<file path="src/rtl/slm_pkg.sv">
// rtl/slm_pkg.sv - shared types and defaults for the SLM frame/line sequencer
package slm_pkg;

  localparam int WORD_W                  = 32;
  localparam int DEFAULT_WORDS_PER_LINE  = 40;
  localparam int DEFAULT_LINES_PER_FRAME = 1024;
  localparam int DEFAULT_RESET_HOLD      = 4;

  typedef logic [WORD_W-1:0] slm_word_t;

  typedef enum logic [1:0] {
    WAIT_FRAME = 2'd0,
    FILL       = 2'd1,
    READY      = 2'd2,
    FRAME_END  = 2'd3
  } slm_state_t;

  // Bits needed to hold values 0..max_val inclusive (never less than 1).
  function automatic int cnt_width(input int max_val);
    return (max_val < 2) ? 1 : $clog2(max_val + 1);
  endfunction

endpackage

</file>
<file path="src/rtl/slm_reset_stretcher.sv">
// rtl/slm_reset_stretcher.sv - holds reset_all high for RESET_HOLD cycles after reset falls
module slm_reset_stretcher
  import slm_pkg::*;
#(
  parameter int RESET_HOLD = DEFAULT_RESET_HOLD
) (
  input  logic clk,
  input  logic reset,
  output logic reset_all
);

  localparam int HCW = cnt_width(RESET_HOLD);
  localparam logic [HCW-1:0] HOLD = HCW'(RESET_HOLD);
  localparam logic [HCW-1:0] ONE  = HCW'(1);

  logic [HCW-1:0] hold_cnt;

  // Load the hold count during reset, then count down; the last count drops reset_all.
  always_ff @(posedge clk) begin
    if (reset) begin
      hold_cnt  <= HOLD;
      reset_all <= 1'b1;
    end else if (hold_cnt > ONE) begin
      hold_cnt  <= hold_cnt - ONE;
      reset_all <= 1'b1;
    end else begin
      hold_cnt  <= '0;
      reset_all <= 1'b0;
    end
  end

endmodule

</file>
<file path="src/rtl/slm_timing_controller.sv">
// rtl/slm_timing_controller.sv - moves one line at a time from dc32 to sc32 and sequences frames
module slm_timing_controller
  import slm_pkg::*;
#(
  parameter int WORDS_PER_LINE  = DEFAULT_WORDS_PER_LINE,
  parameter int LINES_PER_FRAME = DEFAULT_LINES_PER_FRAME,
  parameter int RESET_HOLD      = DEFAULT_RESET_HOLD
) (
  input  logic              fpga_clk,
  input  logic              reset,
  output logic              reset_all,
  output logic              reset_per_frame,
  output logic              buffer_switch_done,
  input  logic              dc32_fifo_full,
  input  logic              dc32_fifo_almost_empty,
  output logic              dc32_fifo_read_enable,
  input  logic [WORD_W-1:0] dc32_fifo_data_out,
  output logic              sc32_fifo_write_enable,
  output logic              sc32_fifo_read_enable,
  output logic [WORD_W-1:0] sc32_fifo_data_in,
  output logic              line_of_data_available,
  input  logic              get_next_word,
  output logic              update,
  output logic              invert
);

  localparam int WCW = cnt_width(WORDS_PER_LINE);
  localparam int LCW = cnt_width(LINES_PER_FRAME);
  localparam logic [WCW-1:0] WORDS_FULL = WCW'(WORDS_PER_LINE);
  localparam logic [WCW-1:0] WORDS_LAST = WCW'(WORDS_PER_LINE - 1);
  localparam logic [WCW-1:0] WORD_ONE   = WCW'(1);
  localparam logic [LCW-1:0] LINES_LAST = LCW'(LINES_PER_FRAME - 1);
  localparam logic [LCW-1:0] LINE_ONE   = LCW'(1);

  slm_state_t     state;
  logic [WCW-1:0] word_cnt;   // reads issued to dc32 in FILL, reads from sc32 in READY
  logic [LCW-1:0] line_cnt;   // lines completed in the current frame

  slm_reset_stretcher #(
    .RESET_HOLD(RESET_HOLD)
  ) u_reset_stretcher (
    .clk      (fpga_clk),
    .reset    (reset),
    .reset_all(reset_all)
  );

  // dc32 data arrives one cycle after the read strobe, exactly when the sc32 write fires.
  assign sc32_fifo_data_in = dc32_fifo_data_out;

  // Read dc32 only while filling, only when it has data to spare, and never past one line.
  assign dc32_fifo_read_enable = (state == FILL) && !dc32_fifo_almost_empty &&
                                 (word_cnt != WORDS_FULL);

  // The pixel driver can only pull words while a complete line is on offer.
  assign sc32_fifo_read_enable = get_next_word && line_of_data_available;

  // Line/frame sequencer: fill a line, hand it over, repeat; close the frame with update then switch.
  always_ff @(posedge fpga_clk) begin
    if (reset || reset_all) begin
      state                  <= WAIT_FRAME;
      word_cnt               <= '0;
      line_cnt               <= '0;
      sc32_fifo_write_enable <= 1'b0;
      line_of_data_available <= 1'b0;
      update                 <= 1'b0;
      reset_per_frame        <= 1'b0;
      buffer_switch_done     <= 1'b0;
      invert                 <= 1'b0;
    end else begin
      sc32_fifo_write_enable <= dc32_fifo_read_enable;
      update                 <= 1'b0;
      reset_per_frame        <= 1'b0;
      case (state)
        WAIT_FRAME: begin
          word_cnt           <= '0;
          line_cnt           <= '0;
          buffer_switch_done <= 1'b0;
          if (dc32_fifo_full) begin
            state <= FILL;
          end
        end
        FILL: begin
          if (dc32_fifo_read_enable) begin
            word_cnt <= word_cnt + WORD_ONE;
          end
          // The final write is in flight once all reads are issued; the line is complete after it.
          if (sc32_fifo_write_enable && (word_cnt == WORDS_FULL)) begin
            state                  <= READY;
            word_cnt               <= '0;
            line_of_data_available <= 1'b1;
          end
        end
        READY: begin
          if (sc32_fifo_read_enable) begin
            if (word_cnt == WORDS_LAST) begin
              word_cnt               <= '0;
              line_of_data_available <= 1'b0;
              line_cnt               <= line_cnt + LINE_ONE;
              if (line_cnt == LINES_LAST) begin
                state           <= FRAME_END;
                update          <= 1'b1;
                reset_per_frame <= 1'b1;
                invert          <= ~invert;
              end else begin
                state <= FILL;
              end
            end else begin
              word_cnt <= word_cnt + WORD_ONE;
            end
          end
        end
        FRAME_END: begin
          if (!buffer_switch_done) begin
            buffer_switch_done <= 1'b1;
          end else begin
            buffer_switch_done <= 1'b0;
            line_cnt           <= '0;
            state              <= WAIT_FRAME;
          end
        end
        default: begin
          state <= WAIT_FRAME;
        end
      endcase
    end
  end

endmodule

</file>
<file path="config.mk">
export PLATFORM = sky130hd
export DESIGN_NAME = slm_timing_controller
export DESIGN_NICKNAME = d
export VERILOG_FILES = /design/src/rtl/slm_pkg.sv /design/src/rtl/slm_reset_stretcher.sv /design/src/rtl/slm_timing_controller.sv
export SDC_FILE = /design/constraint.sdc
export NUM_CORES = 1
export LEC_CHECK = 0
export CAP_MARGIN = 30
export CORE_ASPECT_RATIO = 0.5
export CORE_MARGIN = 2
export CORE_UTILIZATION = 42
export CTS_CLUSTER_DIAMETER = 200
export DETAILED_ROUTE_END_ITERATION = 8
export GPL_TIMING_DRIVEN = 0
export PLACE_DENSITY_LB_ADDON = 0.25
export SLEW_MARGIN = 20
export SYNTH_ARGS = -nofsm -noshare
export SYNTH_HDL_FRONTEND = slang
export SYNTH_HIERARCHICAL = 1
export SYNTH_SLANG_ARGS = --single-unit
</file>
<file path="constraint.sdc">
create_clock -name fpga_clk -period 2.19 [get_ports fpga_clk]
set_input_delay 0.438 -clock fpga_clk [delete_from_list [all_inputs] [get_ports fpga_clk]]
set_output_delay 0.438 -clock fpga_clk [all_outputs]
set_load 0.02 [all_outputs]
</file>
==> results of run 1 <==
==> worst max-delay path: stages <==
cell	delay [ps]
clkdlybuf4s50_1	480
nand2_1	100
inv_1	90
clkdlybuf4s50_1	600
==> logic make-up (layout without fill, tap and decap cells) <==
group | Yosys count | count (layout) | synth area share (%)
adders and majority gates | 11 | 11 | 7.752
and+or+nand+nor | 82 | 82 | 25.51
DFF | 28 | 28 | 31.57
AOI/OAI and AO/OA | 32 | 32 | 13.46
buffers and inverters | 48 | 96 | 17.27
xor gates and xnor gates | 9 | 9 | 4.440
==> synth_stat cells, types with 2 or more instances <==
master,number
buf_4,33
nand3b_1,4
and3_1,6
xor2_1,9
nor2b_1,2
ha_1,11
nand3_1,12
o41ai_1,3
buf_2,2
a21oi_1,7
o21ai_1,4
nand2b_1,6
inv_1,10
and2_1,4
o211ai_1,2
nor2_1,15
a32oi_1,3
nor3_1,3
clkbuf_1,3
a211oi_1,2
nand4_1,7
nand2_1,13
o31ai_1,4
dfxtp_1,28
==> per-layer routing <==
metal,vias up,wire (um)
met5,-,0
met4,0,24
met3,4,351
met2,75,1743
met1,736,1552
li1,791,-
==> stage by stage <==
step / power (mW) / instance area (um2)
floorplan: 0.7756 / 1775
global placement: 0.8720 / 2293
detailed placement: 0.8886 / 2293
CTS: 1.213 / 2347
global route: 1.264 / 2351
finish: 1.194 / 2351
==> worst max-delay path by stage <==
stage / end / slack (ps) / cells after the start
floorplan: dc32_fifo_read_enable / 420 / 4
detailed placement: line_cnt[3]$_SDFFE_PP0P_ / -70 / 5
finish: sc32_fifo_read_enable / 50 / 4
global placement: dc32_fifo_read_enable / -30 / 3
CTS: line_cnt[3]$_SDFFE_PP0P_ / 30 / 5
global route: dc32_fifo_read_enable / 8 / 5
==> power groups by stage <==
stage	clock network, mW	registers [mW]	logic (mW)
2_1_floorplan	0	0.571	0.205
3_3_place_gp	0	0.568	0.304
4_1_cts	0.335	0.559	0.319
5_1_grt	0.352	0.563	0.348
3_5_place_dp	0	0.570	0.318
6_report	0.319	0.559	0.316
==> final cells by class <==
type	count	area share (%)
clock buffers	4	2.342
flip-flops and latches	28	23.84
repair buffers	45	18.95
plain buffers	37	11.28
inverters	10	1.597
well taps	54	2.874
multi-input cells	134	39.12
==> state kept, by name, indices dropped and copies added (netlist names) <==
name and cells:
buffer_switch_done 1, invert 1, line_cnt 11, line_of_data_available 1, sc32_fifo_write_enable 1, state 2
u_reset_stretcher/hold_cnt 3, u_reset_stretcher/reset_all 1, update 1, word_cnt 6
==> layout by cell type (no fill, tap or decap), types with 3 or more instances in the layout <==
master and instances:
a21oi_1 7, a32oi_1 3, and2_1 4, and3_1 6, buf_4 33, clkbuf_8 4
clkdlybuf4s50_1 44, dfxtp_1 28, ha_1 11, inv_1 10, nand2_1 13, nand2b_1 6
nand3_1 12, nand3b_1 4, nand4_1 7, nor2_1 15, nor3_1 3, o21ai_1 4
o31ai_1 3, o41ai_1 3, xor2_1 9
==> flow_metrics.py, run 1 <==
metrics = {
    "logic_synthesis": {
        "ys.flop_type": "dfxtp_1",
        "ys_warn_count": 6,
        "synthTopCellsByArea": "dfxtp_1, buf_4, ha_1",
        "netlist_area_um2": 1775,
        "syn_avg_cell_area_um2": 8.455,
        "yosysSeqAreaShare_pct": 31.57,
        "yosys.area.top_type_share_pct": 31.57,
        "async_flop_share_pct": 0,
        "syn_nets": 258,
        "postSynthCellCount": 210,
        "synth-edff-count": 0,
        "ys_ff_latch": 28,
        "yosysUniqueCellTypes": 41,
        "yosysTopAreaCell": "dfxtp_1",
    },
    "setup_path": {
        "endpoint_kind": "primary output",
        "worst-setup-path-type": "input pin to primary output",
        "r2r_slack_ps": 210,
        "crit_path_start_kind": "input pin",
        "reg2reg_to": "word_cnt[2]$_SDFFE_PP0P_",
        "worstPathMaxFanout": 3,
        "cp.required_ps": 1750,
        "rr_worst_depth": 7,
        "critPathLaunch": "get_next_word",
        "cp.arrival_ps": 1700,
        "r2r_start": "state[1]$_SDFFE_PP0P_",
    },
    "pwr": {
        "power_density_nw_per_um2": 507.7,
        "clkPwrFrac_pct": 26.7,
        "switching_share_pct": 28.27,
        "seqPwrFrac_pct": 46.8,
        "p_leak_nw": 0.9038,
        "power.switching_mw": 0.3374,
        "ir_worst_vdd_v": 0.0002587,
        "power.internal_mw": 0.8561,
        "pwr-share-comb_pct": 26.4,
    },
    "timing": {
        "fin_crit_ps": 2141,
        "rsz0062_at_grt": "false",
        "period_share_pct": 97.77,
        "maxSlewHeadroom_pct": 56.48,
        "fin_ws_ps": 48.94,
        "slew_viol_final": 0,
        "max_slew.worst_pin.slew_ps": 648.9,
        "setup_viol": 0,
        "finClkSkew_ps": 2.634,
        "setup_tns_ps": 0,
        "fin_hold_ws_ps": 488.7,
        "timing.final.hold_violations": 0,
        "max_freq_ghz": 0.4671,
    },
    "global_routing": {
        "grt_pass1_wl_mm": 6.065,
        "grt_max_degree": 16,
        "grt.met1_usage_pct": 16.95,
        "antenna_found_initial": 0,
        "track_usage_pct": 15.73,
        "met3_usage_pct": 4.281,
        "first_global_vias": 1519,
        "grt_use_met2_pct": 30.30,
        "grt_overflow": 0,
        "busiest_layer": "met2",
    },
    "layout": {
        "drive_above_1_share_pct": 18.99,
        "final_util_pct": 59.01,
        "multi_input_area_um2": 919.6,
        "area_growth_pct": 32.42,
        "nNetsFinal": 307,
        "antennaDiodeCount": 0,
        "layoutNonFillerInstCount": 312,
        "nFillCells": 377,
        "seqCellArea_um2": 560.5,
    },
    "run": {
        "cap_violations": 0,
    },
    "floorplan": {
        "die_x_um": 95.95,
        "coreArea_um2": 3984,
        "start_util_pct": 44.57,
        "num_rows": 16,
        "io_pins": 78,
        "die_height_um": 49.98,
        "fp.dieArea_um2": 4795,
    },
    "place": {
        "dpl.hpwl_mm": 2.898,
        "pre_cts_ws_ps": -65.54,
        "gp_congestion": 0.7784,
        "dp.cells": 309,
        "numPortBuffers": 45,
    },
    "clocking": {
        "ctsHoldBuffers": 0,
        "cts_tree": "done",
        "cts_resized": 1,
        "path_clk_slew_ps": 90,
        "cts_buffer_depth": 2,
        "clk_latency_ps": 270,
        "cts_made_buffers": 3,
        "cts.sinks": 28,
        "postCtsSetupRepairBufs": 0,
        "cts_htree_levels": 1,
        "cts-root-buf": "clkbuf_8",
    },
    "routing": {
        "wire_per_inst_um": 11.77,
        "dr.pass1.iters": 4,
        "route.detailed.drc": 0,
        "drt_iter0_drc": 72,
        "via_count": 1606,
        "vias_per_cell": 5.147,
        "ant_nets": 0,
        "routed_wl_mm": 3.671,
    },
    "worst_hold_path": {
        "hold_path_depth": 2,
        "hp-class": "flop to flop",
        "min_from": "buffer_switch_done$_SDFFE_PP0P_",
        "min_to": "buffer_switch_done$_SDFFE_PP0P_",
    },
    "outcome": {
        "status": "completed",
    },
}
No activity file was read; power rests on OpenSTA's default activity.
==> run 2: changes to the inputs <==
SLEW_MARGIN = default   (was 20)
==> results of run 2 <==
Same layout as run 1: the final DEF is identical, and so are final timing and power.
